<file path="config.mk">
export PLATFORM = sky130hd
export DESIGN_NAME = ascii_frame_decoder
export DESIGN_NICKNAME = d
export VERILOG_FILES = /design/src/rtl/ascii_pkg.sv /design/src/rtl/ascii_rlut.sv /design/src/rtl/ascii_frame_decoder.sv
export SDC_FILE = /design/constraint.sdc
export NUM_CORES = 1
export LEC_CHECK = 0
export CAP_MARGIN = 10
export CORE_MARGIN = 1
export CORE_UTILIZATION = 40
export CTS_BUF_LIST = sky130_fd_sc_hd__clkbuf_16
export CTS_CLUSTER_SIZE = 10
export DETAILED_ROUTE_END_ITERATION = 6
export PLACE_DENSITY = 0.68
export SYNTH_ARGS = -nofsm -noshare
export SYNTH_HDL_FRONTEND = slang
export SYNTH_SLANG_ARGS = --single-unit
</file>
<file path="constraint.sdc">
create_clock -name clk -period 3.1 [get_ports clk]
set_input_delay 0.62 -clock clk [delete_from_list [all_inputs] [get_ports clk]]
set_output_delay 0.62 -clock clk [all_outputs]
set_load 0.02 [all_outputs]
</file>
<file path="src/rtl/ascii_pkg.sv">
// Shared constants for the ASCII-art receive path: palette order, control bytes, FSM states.
package ascii_pkg;

  localparam int PALETTE_N = 48;

  localparam logic [7:0] CR = 8'h0D;
  localparam logic [7:0] LF = 8'h0A;
  localparam logic [7:0] FF = 8'h0C;

  typedef enum logic {ST_CLEAR, ST_RUN} dec_state_e;

  // Palette ordered dark to bright; index is the brightness level.
  function automatic logic [7:0] palette_char(input int unsigned idx);
    case (idx)
      0:  palette_char = 8'h20;  // space
      1:  palette_char = ".";
      2:  palette_char = 8'h60;  // backtick
      3:  palette_char = "-";
      4:  palette_char = ",";
      5:  palette_char = ":";
      6:  palette_char = ";";
      7:  palette_char = "~";
      8:  palette_char = "+";
      9:  palette_char = "/";
      10: palette_char = "=";
      11: palette_char = ">";
      12: palette_char = "|";
      13: palette_char = "(";
      14: palette_char = ")";
      15: palette_char = 8'h5C;  // backslash
      16: palette_char = "i";
      17: palette_char = "%";
      18: palette_char = "{";
      19: palette_char = "*";
      20: palette_char = "s";
      21: palette_char = "v";
      22: palette_char = "7";
      23: palette_char = "a";
      24: palette_char = "e";
      25: palette_char = "C";
      26: palette_char = "J";
      27: palette_char = "L";
      28: palette_char = "T";
      29: palette_char = "Y";
      30: palette_char = "w";
      31: palette_char = "F";
      32: palette_char = "9";
      33: palette_char = "V";
      34: palette_char = "G";
      35: palette_char = "X";
      36: palette_char = "A";
      37: palette_char = "E";
      38: palette_char = "$";
      39: palette_char = "&";
      40: palette_char = "#";
      41: palette_char = "@";
      42: palette_char = "R";
      43: palette_char = "W";
      44: palette_char = "0";
      45: palette_char = "N";
      46: palette_char = "M";
      47: palette_char = "Q";
      default: palette_char = 8'h00;
    endcase
  endfunction

endpackage

</file>
<file path="src/rtl/ascii_rlut.sv">
// Reverse palette lookup: maps an ASCII byte back to its brightness level.
module ascii_rlut
  import ascii_pkg::*;
(
  input  logic [7:0] char_i,
  output logic [5:0] id_o,
  output logic       hit_o
);

  always_comb begin
    id_o  = '0;
    hit_o = 1'b0;
    for (int i = 0; i < PALETTE_N; i++) begin
      if (char_i == palette_char(i)) begin
        id_o  = 6'(i);
        hit_o = 1'b1;
      end
    end
  end

endmodule

</file>
<file path="src/rtl/ascii_frame_decoder.sv">
// Rebuilds a brightness framebuffer from an ASCII-art byte stream, clearing it on reset and on FF.
module ascii_frame_decoder
  import ascii_pkg::*;
#(
  parameter int COLS   = 80,
  parameter int ROWS   = 30,
  parameter int ADDR_W = $clog2(COLS*ROWS)
) (
  input  logic              clk,
  input  logic              rst,
  input  logic [7:0]        in_data,
  input  logic              in_valid,
  output logic              in_ready,
  output logic              wr_en,
  output logic [ADDR_W-1:0] wr_addr,
  output logic [5:0]        wr_level,
  output logic              frame_done,
  output logic              bad_char,
  output logic [15:0]       err_count
);

  localparam int COL_W  = $clog2(COLS + 1);
  localparam int ROW_W  = $clog2(ROWS + 1);
  // One spare bit: row_base steps to ROWS*COLS on the final LF.
  localparam int BASE_W = ADDR_W + 1;

  localparam logic [ADDR_W-1:0] LAST_ADDR = ADDR_W'(COLS*ROWS - 1);
  localparam logic [COL_W-1:0]  COL_MAX   = COL_W'(COLS);
  localparam logic [ROW_W-1:0]  ROW_MAX   = ROW_W'(ROWS);
  localparam logic [BASE_W-1:0] BASE_STEP = BASE_W'(COLS);

  dec_state_e        state_q, state_d;
  logic [ADDR_W-1:0] clr_cnt_q, clr_cnt_d;
  logic [COL_W-1:0]  col_q, col_d;
  logic [ROW_W-1:0]  row_q, row_d;
  logic [BASE_W-1:0] row_base_q, row_base_d;
  logic              wr_en_q, wr_en_d;
  logic [ADDR_W-1:0] wr_addr_q, wr_addr_d;
  logic [5:0]        wr_level_q, wr_level_d;
  logic              frame_done_q, frame_done_d;
  logic              bad_char_q, bad_char_d;
  logic [15:0]       err_count_q, err_count_d;

  logic [5:0]        lut_id;
  logic              lut_hit;
  logic              accept;
  logic [COL_W-1:0]  col_inc;
  logic [BASE_W-1:0] lin_addr;

  ascii_rlut u_rlut (
    .char_i (in_data),
    .id_o   (lut_id),
    .hit_o  (lut_hit)
  );

  assign in_ready = (state_q == ST_RUN);
  assign accept   = in_valid && in_ready;
  assign col_inc  = (col_q < COL_MAX) ? col_q + 1'b1 : col_q;
  assign lin_addr = row_base_q + BASE_W'(col_q);

  always_comb begin
    state_d      = state_q;
    clr_cnt_d    = clr_cnt_q;
    col_d        = col_q;
    row_d        = row_q;
    row_base_d   = row_base_q;
    wr_en_d      = 1'b0;
    wr_addr_d    = wr_addr_q;
    wr_level_d   = wr_level_q;
    frame_done_d = 1'b0;
    bad_char_d   = 1'b0;
    err_count_d  = err_count_q;

    case (state_q)
      ST_CLEAR: begin
        wr_en_d    = 1'b1;
        wr_addr_d  = clr_cnt_q;
        wr_level_d = '0;
        clr_cnt_d  = clr_cnt_q + 1'b1;
        if (clr_cnt_q == LAST_ADDR) begin
          state_d    = ST_RUN;
          clr_cnt_d  = '0;
          col_d      = '0;
          row_d      = '0;
          row_base_d = '0;
        end
      end
      ST_RUN: begin
        if (accept) begin
          if (lut_hit) begin
            if (col_q < COL_MAX && row_q < ROW_MAX) begin
              wr_en_d    = 1'b1;
              wr_addr_d  = lin_addr[ADDR_W-1:0];
              wr_level_d = lut_id;
            end
            col_d = col_inc;
          end else if (in_data == CR) begin
            col_d = '0;
          end else if (in_data == LF) begin
            col_d = '0;
            if (row_q < ROW_MAX) begin
              row_d      = row_q + 1'b1;
              row_base_d = row_base_q + BASE_STEP;
            end
          end else if (in_data == FF) begin
            frame_done_d = 1'b1;
            state_d      = ST_CLEAR;
            clr_cnt_d    = '0;
          end else begin
            // Unknown bytes still occupy a column so the rest of the line stays aligned.
            bad_char_d = 1'b1;
            if (err_count_q != 16'hFFFF) err_count_d = err_count_q + 1'b1;
            col_d = col_inc;
          end
        end
      end
      default: state_d = ST_CLEAR;
    endcase
  end

  always_ff @(posedge clk or posedge rst) begin
    if (rst) begin
      state_q      <= ST_CLEAR;
      clr_cnt_q    <= '0;
      col_q        <= '0;
      row_q        <= '0;
      row_base_q   <= '0;
      wr_en_q      <= 1'b0;
      wr_addr_q    <= '0;
      wr_level_q   <= '0;
      frame_done_q <= 1'b0;
      bad_char_q   <= 1'b0;
      err_count_q  <= '0;
    end else begin
      state_q      <= state_d;
      clr_cnt_q    <= clr_cnt_d;
      col_q        <= col_d;
      row_q        <= row_d;
      row_base_q   <= row_base_d;
      wr_en_q      <= wr_en_d;
      wr_addr_q    <= wr_addr_d;
      wr_level_q   <= wr_level_d;
      frame_done_q <= frame_done_d;
      bad_char_q   <= bad_char_d;
      err_count_q  <= err_count_d;
    end
  end

  assign wr_en      = wr_en_q;
  assign wr_addr    = wr_addr_q;
  assign wr_level   = wr_level_q;
  assign frame_done = frame_done_q;
  assign bad_char   = bad_char_q;
  assign err_count  = err_count_q;

endmodule
</file>
* Word level (Yosys, flattened, before mapping) *
Index checks and enable logic that the tools add are counted.

word-level totals
  output and inout bits = 38
  register bits = 75
  input port bits = 11

operators by class
  muxes and demuxes = 154
  add/sub/neg operators = 6
  eq/ne operators = 64
  reductions and logical operators = 7
  $lt $le $gt $ge = 2
  bitwise gates (word level) = 5

operators with widths
  kind                                                    count
  equality test 8 x 7 -> 1 bit (second input constant)    28
  equality test 8 x 6 -> 1 bit (second input constant)    20
  two-way mux 6 bit                                       19
  two-way mux 5 bit                                       22
  two-way mux 12 bit                                      9
  two-way mux 13 bit                                      6
  two-way mux 1 bit                                       69
  two-way mux 7 bit                                       7
  one-hot mux 12 bit (2 select lines)                     2
  two-way mux 4 bit                                       8
  one-hot mux 13 bit (2 select lines)                     1
  equality test 8 x 4 -> 1 bit (second input constant)    3
  adder 16 x 1 -> 16 bit (second input constant)          1
  inequality test 16 bit (second input constant)          1
  one-hot mux 7 bit (2 select lines)                      1
  adder 13 x 7 -> 13 bit (second input constant)          1
  adder 12 x 1 -> 12 bit (second input constant)          1
  adder 12 x 7 -> 12 bit                                  1
  equality test 12 bit (second input constant)            1
  two-way mux 3 bit                                       4
  inequality test 2 x 1 -> 1 bit (second input constant)  6
  one-hot mux 6 bit (2 select lines)                      1
  one-hot mux 5 bit (2 select lines)                      1
  inequality test 2 bit (second input constant)           4
  13 further kinds                                        21

* Logic depth before layout (Yosys ltp) *
Gate-level depths: netlist of the first run.

  depth after elaboration = 52
  mapped depth = 12
  depth with buffers taken out = 8

* By module *
From an unflattened synthesis of the first run, not the netlist that was laid out.

second synthesis, totals
  cells, all modules = 520
  area total of the unflattened synthesis = 4682.0 µm²

modules (own cells, without submodules)
  module               instances  cells each  seq. area each (µm²)  area an instance (µm²)
  ascii_frame_decoder  1          351         1751.7                3573.4
  ascii_rlut           1          169         0.0                   1108.6

* Least setup slack after synthesis of the first run *
OpenSTA, ideal clock, no wires.

  kind = input to register
  start = input in_data[5]
  end = register err_count_q[12] (netlist: err_count[12])
  setup time = 0.130 ns
  stages = 10
  arrival = 2.905 ns
  path slack = 0.064 ns
  data required time = 2.970 ns
  path buffers = 3
  cells stage by stage = buf_2 -> buf_6 -> and2_0 -> a32o_1 -> o2bb2ai_1 -> or3_1 -> or3_1 -> buf_2 -> or4_4 -> xnor2_2

on the way
  word-level cells in the longest chain between the ends = 51
  elaborated cells between the ends (all ways) = 104
  those cells by class = 51 x eq/ne; 48 x mux; 4 x bitwise; 1 x reduce/logical

ends and longest elaborated chain
  element                          RTL line                    text
  from (decl)                      ascii_frame_decoder.sv:11   input logic [7:0] in_data,
  equality test 8 x 6 -> 1 bit     ascii_rlut.sv:14            if (char_i == palette_char(i)) begin
  two-way mux 1 bit (48 in a row)  ascii_rlut.sv:14
  inverter 1 bit (no line)         -
  AND reduction 7 bit (no line) *  -
  to (signal assigned)             ascii_frame_decoder.sv:145  err_count_q <= err_count_d;
  to (decl)                        ascii_frame_decoder.sv:42   logic [15:0] err_count_q, err_count_d;

Mark *: on every way between the ends. The rest lies on a longest branch, timed or not.
A chain may end at the register's enable or synchronous reset.

* Worst setup path after layout of the first run *
  start = input in_data[3]
  end = register wr_addr_q[4] (netlist: wr_addr[4])

on the way
  word-level cells in the longest chain between the ends = 51
  elaborated cells between the ends (all ways) = 98
  those cells by class = 49 x eq/ne; 48 x mux; 1 x reduce/logical

ends and longest elaborated chain
  element                                     RTL line                    text
  equality test 8 x 6 -> 1 bit                ascii_rlut.sv:14
  two-way mux 1 bit (47 in a row)             ascii_rlut.sv:14
  two-way mux 1 bit *                         ascii_rlut.sv:14
  inequality test 2 x 1 -> 1 bit (no line) *  -
  AND reduction 3 bit (no line) *             -
  to (signal assigned)                        ascii_frame_decoder.sv:141  wr_addr_q <= wr_addr_d;
  to (decl)                                   ascii_frame_decoder.sv:38   logic [ADDR_W-1:0] wr_addr_q, wr_addr_d;

Marked as above.

==> run metrics, run 1 <==
area taken by flip-flops and latches 1752 um^2; Pins Over Slew Limit 0; Final Routed Wirelength 14700 um; via count of the first global-routing pass about 4800; total number of yosys warnings 0; maximum number of pins on one net before global-route repair 54; Root Buffer clkbuf_16; cell repeated most along the worst path buf_4; min-delay src err_count[9]; clock latency on the worst-skew pair 0.34 ns; slowest stage cell on the critical path o31ai_4; buffering stage count on the worst path with inverters included 4; DR iter-0 viols between 300 and 400; std cell rows 39; Area Growth Syn to Fin 39.20%; end-of-flow core utilization 57.96%; CP Cell Sequence dlygate4sd2_1 -> buf_4 -> nor2b_1 -> a32o_1 -> o2bb2ai_1 -> or3_4 -> buf_4 -> o31ai_4 -> buf_6 -> mux2i_4 -> a21oi_1; actual slew at the worst max-slew pin 0.9157 ns; kind of end point of the critical path register; antenna viol nets, final 0; Max rail drop VDD 486.3 uV; Die W approximately 110 um; total inserted antenna cells 0; fraction of final layout cells sized beyond drive strength 1 27.17%; type of origin of the critical path input pin; count of hold buffers inserted by post-cts repair 0; number of remaining DRC errors 2; Syn Inst Count 557; placer's final routability congestion estimate 0.9182; Synth Net Count roughly 580; wire length of the first global-routing pass 24230 um; failing checks design-rule violations; EDFF count, synth 0; main flop type after synthesis dfrtp_1; leakage power figure 3.005 nW; nets@finish 717; Starting Density 41.64%; critical setup path kind in -> reg; port buffer count 48; post-synthesis cell type count 70; total gr overflow 0; vertical die dimension 112.0 um; I/O pin total 49; max-cap violations 0; sum of negative setup slack 0 ns; worst-case headroom to the max-slew limit about two fifths; skew final around 0.0051 ns; endpoints failing setup 0; fraction of the yosys area taken by sequential cells a little over a third; endpoints failing hold 0; number of antenna violations at the first check in global routing 0; Detailed Routing Iterations Pass 1 7; Seq cells post-synth 70; Clk pin slew, worst setup/hold paths ~0.06 ns; unrepaired setup endpoints after global routing yes; area of the core approximately 12000 um^2; Crit path largest cell delay 0.55 ns; Tightest Hold Check Type reg -> reg; CTS tree built; run status finished, violations left; clock buffers created by TritonCTS 9; worst flop-to-flop path startpoint clr_cnt_q[5]; Crit. Startpoint in_data[3]; family with the most delay on the worst path compound AO/OA/AOI/OAI gates; CP Data Arrival Time 3.24 ns; footprint of the multi-input gates 2943 um^2; maximum level of the CTS H-tree 3; Worst EP required roughly 3.3 ns; Power Density 556.0 nW/um^2; via count of the routed design 4990; Min Clock Period, post-route 3.039 ns; DIE AREA about 13000 um^2; GRT Util Overall 24.24%; Mapped Area approximately 4800 um^2; number of sinks handled by clock tree synthesis 70; top fanout value on the critical path 8; count of filler cells inserted in the layout 1025; fmax ~330 MHz; share of the clock period used by the worst path between 90% and 100%; average wire length per cell after detail routing 17.38 um; via density per instance 5.898; Post-synth ARST share 100.0%; Post-Syn Area per Cell 8.682 um^2; detailed placer's ending HPWL approximately 11000 um; CTS max path bufs 2
==> area by class of cell <==
cell class / count / share of cell area [%]
multi-input combinational: 430 / 43.72
timing repair buffer: 174 / 22.21
tap: 143 / 2.658
clock inverter: 7 / 1.320
sequential: 70 / 26.02
clock buffer: 9 / 3.346
inverter: 13 / 0.7249
==> worst register-to-register path: stages (launching register included) <==
cell     delay [ns]
dfrtp_1        0.44
nor4b_1        0.45
nand4_1        0.37
o21ai_1        0.25
nand3_1        0.18
or2_2          0.38
or4_4          0.50
xnor2_2        0.14
==> routing by layer <==
layer / track usage (%) / part of all wire [%] / vias up
met5: 0 / 0 / -
met4: 6.844 / 2.1 / 0
met3: 5.117 / 5.8 / 27
met2: 36.81 / 45 / 190
met1: 34.75 / 48 / 2413
li1: - / - / 2360
==> cell usage after synthesis (4+ instances only) <==
master,instances,area share (%)
xor2_1,12,2.2
clkbuf_1,19,1.5
xnor2_1,13,2.4
nor4b_1,4,0.72
and4_1,4,0.72
nand4_1,18,2.3
or4_1,9,1.4
buf_4,6,0.93
or3b_2,5,0.91
nand2_1,42,3.3
nor4_1,6,0.78
buf_2,11,1.1
nand2b_1,12,1.6
inv_1,12,0.93
nor3_1,15,1.6
nand4b_1,4,0.72
o31ai_1,11,1.7
mux2i_1,8,1.7
buf_6,5,1.2
nor2b_1,7,0.91
a31oi_1,8,1.0
dfrtp_1,70,36
a21oi_1,34,3.5
and3_1,12,1.6
o211ai_1,4,0.62
nand3b_1,6,0.93
nor4bb_1,4,0.83
a211oi_1,4,0.62
ha_1,8,2.1
o21ai_0,41,4.2
nor4_2,6,1.6
a32o_1,4,0.83
nand3_1,31,3.2
nor2_1,36,2.8
or3_1,7,0.91
==> where the power goes <==
group	internal, mW	switching, mW
clock network	0.698	0.392
registers	1.14	0.273
logic	0.618	0.623
total	2.45	1.29
==> placed cells by master, fill, tap and decap left out, types with 4 or more instances in the layout <==
cell type	instances
buf_4	112
dfrtp_1	70
nand2_1	42
o21ai_0	41
clkdlybuf4s50_1	40
nor2_1	35
a21oi_1	33
nand3_1	31
nand4_1	18
nor3_1	14
xnor2_1	13
and3_1	12
xor2_1	12
inv_1	11
o31ai_1	10
buf_6	10
nand2b_1	9
clkbuf_16	9
or4_1	8
a31oi_1	8
ha_1	8
nor2b_1	7
mux2i_1	7
nand3b_1	6
nor4_1	5
or3b_2	5
nor4_2	5
or3_1	5
dlygate4sd2_1	5
and4_1	4
nor4bb_1	4
nand4b_1	4
o211ai_1	4
==> per-stage QoR <==
step           instances  setup WS, ns  power [mW]  hold slack, ns  cell area (um^2)
2_1_floorplan        557       0.06430       2.046          0.4646              4836
3_3_place_gp         816       -0.6065       2.567          0.4714              6136
3_5_place_dp         816       -0.6183       2.596          0.4824              6136
4_1_cts              843       0.01094       3.716          0.4895              6620
5_1_grt              846      -0.04172       3.940          0.4997              6731
6_report             846       0.06093       3.743          0.4872              6731
==> final timing paths <==
path / endpoint / slack, ns / depth (start not counted)
max: wr_addr[4] / 0.06 / 11
min: err_count[9] / 0.49 / 1
max reg2reg: err_count[5] / 0.26 / 7
min reg2reg: err_count[9] / 0.49 / 1
max in group asynchronous: clr_cnt_q[10] / 1.71 / 3
min in group asynchronous: err_count[8] / 0.67 / 2
==> registers in the layout (all words and copies together) (netlist names) <==
name and count:
clr_cnt_q 12, wr_addr 12, in_ready 1, row_base_q 8, col_q 7, err_count 16
row_q 5, frame_done 1, wr_en 1, bad_char 1, wr_level 6
==> kinds of logic after synthesis <==
| logic type | share of synthesized area, % |
|---|---|
| xor gates and xnor gates | 5.537 |
| DFF | 36.22 |
| and+or+nand+nor | 30.14 |
| buffers and inverters | 5.951 |
| adders and majority gates | 2.070 |
| AOI/OAI and AO/OA | 17.96 |
| muxes | 2.122 |
==> repair_timing <==
item                                   4_1_cts  5_1_grt
gates resized for setup                     28       25
cloned                                       4        0
pin swaps                                    5        9
setup buffers                                7        3
endpoints found under the hold margin        0        0
setup endpoints to repair                   39       32
Power figures use the tool's default switching activity.
==> run 2: changes to the inputs <==
--- a/config.mk
+++ b/config.mk
@@ -8,7 +8,7 @@
 export CAP_MARGIN = 10
 export CORE_MARGIN = 1
 export CORE_UTILIZATION = 40
-export CTS_BUF_LIST = sky130_fd_sc_hd__clkbuf_16
+export CTS_BUF_LIST = sky130_fd_sc_hd__clkbuf_4 sky130_fd_sc_hd__clkbuf_8 sky130_fd_sc_hd__clkbuf_16
 export CTS_CLUSTER_SIZE = 10
 export DETAILED_ROUTE_END_ITERATION = 6
 export PLACE_DENSITY = 0.68
==> run 2 against run 1 <==
  * The flow still finishes with violations (design-rule violations)
  * Sequential share of layout area about the same
  * Design area decreased by 0.19%
  * Worst hold slack unchanged
  * Critical path type unchanged
  * Highest routed layer unchanged
==> run metrics, run 2 (synthesized netlist as in run 1, its figures left out) <==
Clk pin slew, worst setup/hold paths 0.06 ns (about the same); Root Buffer clkbuf_16 (unchanged); worst-case headroom to the max-slew limit 39.20% (was 38.67%); cell repeated most along the worst path buf_6 (was buf_4); endpoints failing setup 0 (unchanged); failing checks design-rule violations (unchanged); max FFs per register 16 (unchanged); Pins Over Slew Limit 0 (unchanged); most common cell after layout, fill and taps aside buf_4 (unchanged); DR iter-0 viols 382 (was 375); type of origin of the critical path input pin (unchanged); skew final 0.005037 ns (was 0.005054 ns); endpoints failing hold 0 (unchanged); CP Cell Sequence dlygate4sd2_1 -> buf_6 -> nand2b_1 -> nor3_1 -> o311a_1 -> or3_4 -> buf_4 -> o31ai_4 -> buf_6 -> mux2i_4 -> a21oi_1 (was dlygate4sd2_1 -> buf_4 -> nor2b_1 -> a32o_1 -> o2bb2ai_1 -> or3_4 -> buf_4 -> o31ai_4 -> buf_6 -> mux2i_4 -> a21oi_1); Power Density 560.6 nW/um^2 (was 556.0 nW/um^2); kind of end point of the critical path register (unchanged); Crit path largest cell delay 0.55 ns (about the same); final worst slack 0.05146 ns (was 0.06093 ns); wire length of the first global-routing pass 24260 um (was 24230 um); antenna viol nets, final 0 (unchanged); Area Growth Syn to Fin 38.94% (was 39.20%); port buffer count 48 (unchanged); most used cells in the layout excluding fill and tap cells 112 x buf_4, 70 x dfrtp_1, 42 x nand2_1, 41 x o21ai_0, 40 x clkdlybuf4s50_1 (unchanged); clock buffers created by TritonCTS 9 (unchanged); total power of the final layout 3.767 mW (was 3.743 mW); Post-Place Cell Area 6136 um^2 (unchanged); critical setup path kind in -> reg (unchanged); CP Data Arrival Time 3.25 ns (was 3.24 ns); total gr overflow 0 (unchanged); average wire length per cell after detail routing 17.30 um (was 17.38 um); GRT Util Overall 24.26% (was 24.24%); clock latency on the worst-skew pair 0.34 ns (about the same); worst-case register-to-register setup slack 0.28 ns (was 0.26 ns); CTS tree built (unchanged); Max rail drop VDD 486.9 uV (was 486.3 uV); actual slew at the worst max-slew pin 0.9077 ns (was 0.9157 ns); fmax 328.0 MHz (was 329.0 MHz); Starting Density 41.64% (unchanged); post-route standard cell area excluding fillers 6719 um^2 (was 6731 um^2); min-delay src err_count[9] (unchanged); area of the core 11610 um^2 (unchanged); leakage power figure 2.999 nW (was 3.005 nW); top fanout value on the critical path 10 (was 8); fraction of final layout cells sized beyond drive strength 1 27.03% (was 27.17%); end-of-flow core utilization 57.85% (was 57.96%); worst hold slack across all endpoints 0.4872 ns (unchanged); pre-CTS setup slack -0.6183 ns (unchanged); total inserted antenna cells 0 (unchanged); buffering stage count on the worst path with inverters included 4 (unchanged); maximum number of pins on one net before global-route repair 54 (unchanged); CTS max path bufs 2 (unchanged); slowest stage cell on the critical path o31ai_4 (unchanged); number of sinks handled by clock tree synthesis 70 (unchanged); max-cap violations 0 (unchanged); placer's final routability congestion estimate 0.9182 (unchanged); Min Clock Period, post-route 3.049 ns (was 3.039 ns); Tightest Hold Check Type reg -> reg (unchanged); count of filler cells inserted in the layout 1031 (was 1025); cell count after placement 816 (unchanged); sum of negative setup slack 0 ns (unchanged); Crit. Startpoint in_data[6] (was in_data[3]); vertical die dimension 112.0 um (unchanged); count of placed standard cells in the final layout, fillers left out 846 (unchanged); number of antenna violations at the first check in global routing 0 (unchanged); std cell rows 39 (unchanged); DIE AREA 12530 um^2 (unchanged); Worst EP required 3.30 ns (about the same); via density per instance 5.871 (was 5.898); I/O pin total 49 (unchanged); via count of the routed design 4967 (was 4990); family with the most delay on the worst path compound AO/OA/AOI/OAI gates (unchanged); unrepaired setup endpoints after global routing yes (unchanged); count of hold buffers inserted by post-cts repair 0 (unchanged); nets@finish 717 (unchanged); Final Routed Wirelength 14640 um (was 14700 um); detailed placer's ending HPWL 10550 um (unchanged); share of the clock period used by the worst path 98.34% (was 98.03%); maximum level of the CTS H-tree 3 (unchanged); Detailed Routing Iterations Pass 1 7 (unchanged); via count of the first global-routing pass 4793 (was 4792); worst flop-to-flop path startpoint clr_cnt_q[5] (unchanged); number of remaining DRC errors 2 (unchanged); run status finished, violations left (unchanged); Die W 112.0 um (unchanged)
==> run 2: final cells by class <==
cell class	count	area, um^2	share of cell area (%)
tap	143	178.9	2.663
timing repair buffer	174	1494	22.23
multi-input combinational	430	2922	43.48
sequential	70	1752	26.07
inverter	13	48.80	0.7263
clock inverter	6	85.08	1.266
clock buffer	10	239.0	3.557
==> run 2: final timing paths <==
kind	cells past startpoint	endpoint
min in group asynchronous	2	err_count[8]
max in group asynchronous	3	wr_addr[5]
max	11	wr_addr[4]
min	1	err_count[9]
max reg2reg	7	err_count[5]
min reg2reg	1	err_count[9]
==> run 2: report_power, final <==
part	leakage, nW	switching (mW)	internal (mW)
clock network	0.154	0.393	0.723
logic	1.94	0.620	0.617
registers	0.910	0.275	1.14
==> run 2: timing repair <==
action                     4_1_cts  5_1_grt
setup buffers                    7        3
resized for setup               28       21
pin swaps                        5        9
cloned                           4        0
setup endpoints to repair       39       32
==> run 2: worst register-to-register path, delay by kind of cell, from the launching register on <==
family	cells	cell delay, ns
and+or+nand+nor	5	1.87
DFF	1	0.44
AOI/OAI and AO/OA	1	0.25
xor gates and xnor gates	1	0.14
==> run 2: metal layers <==
layer	GRT usage, %	part of all wire [%]
met1	34.71	47
met2	37.02	45
met3	5.171	6.0
met4	6.578	1.8
met5	0	0
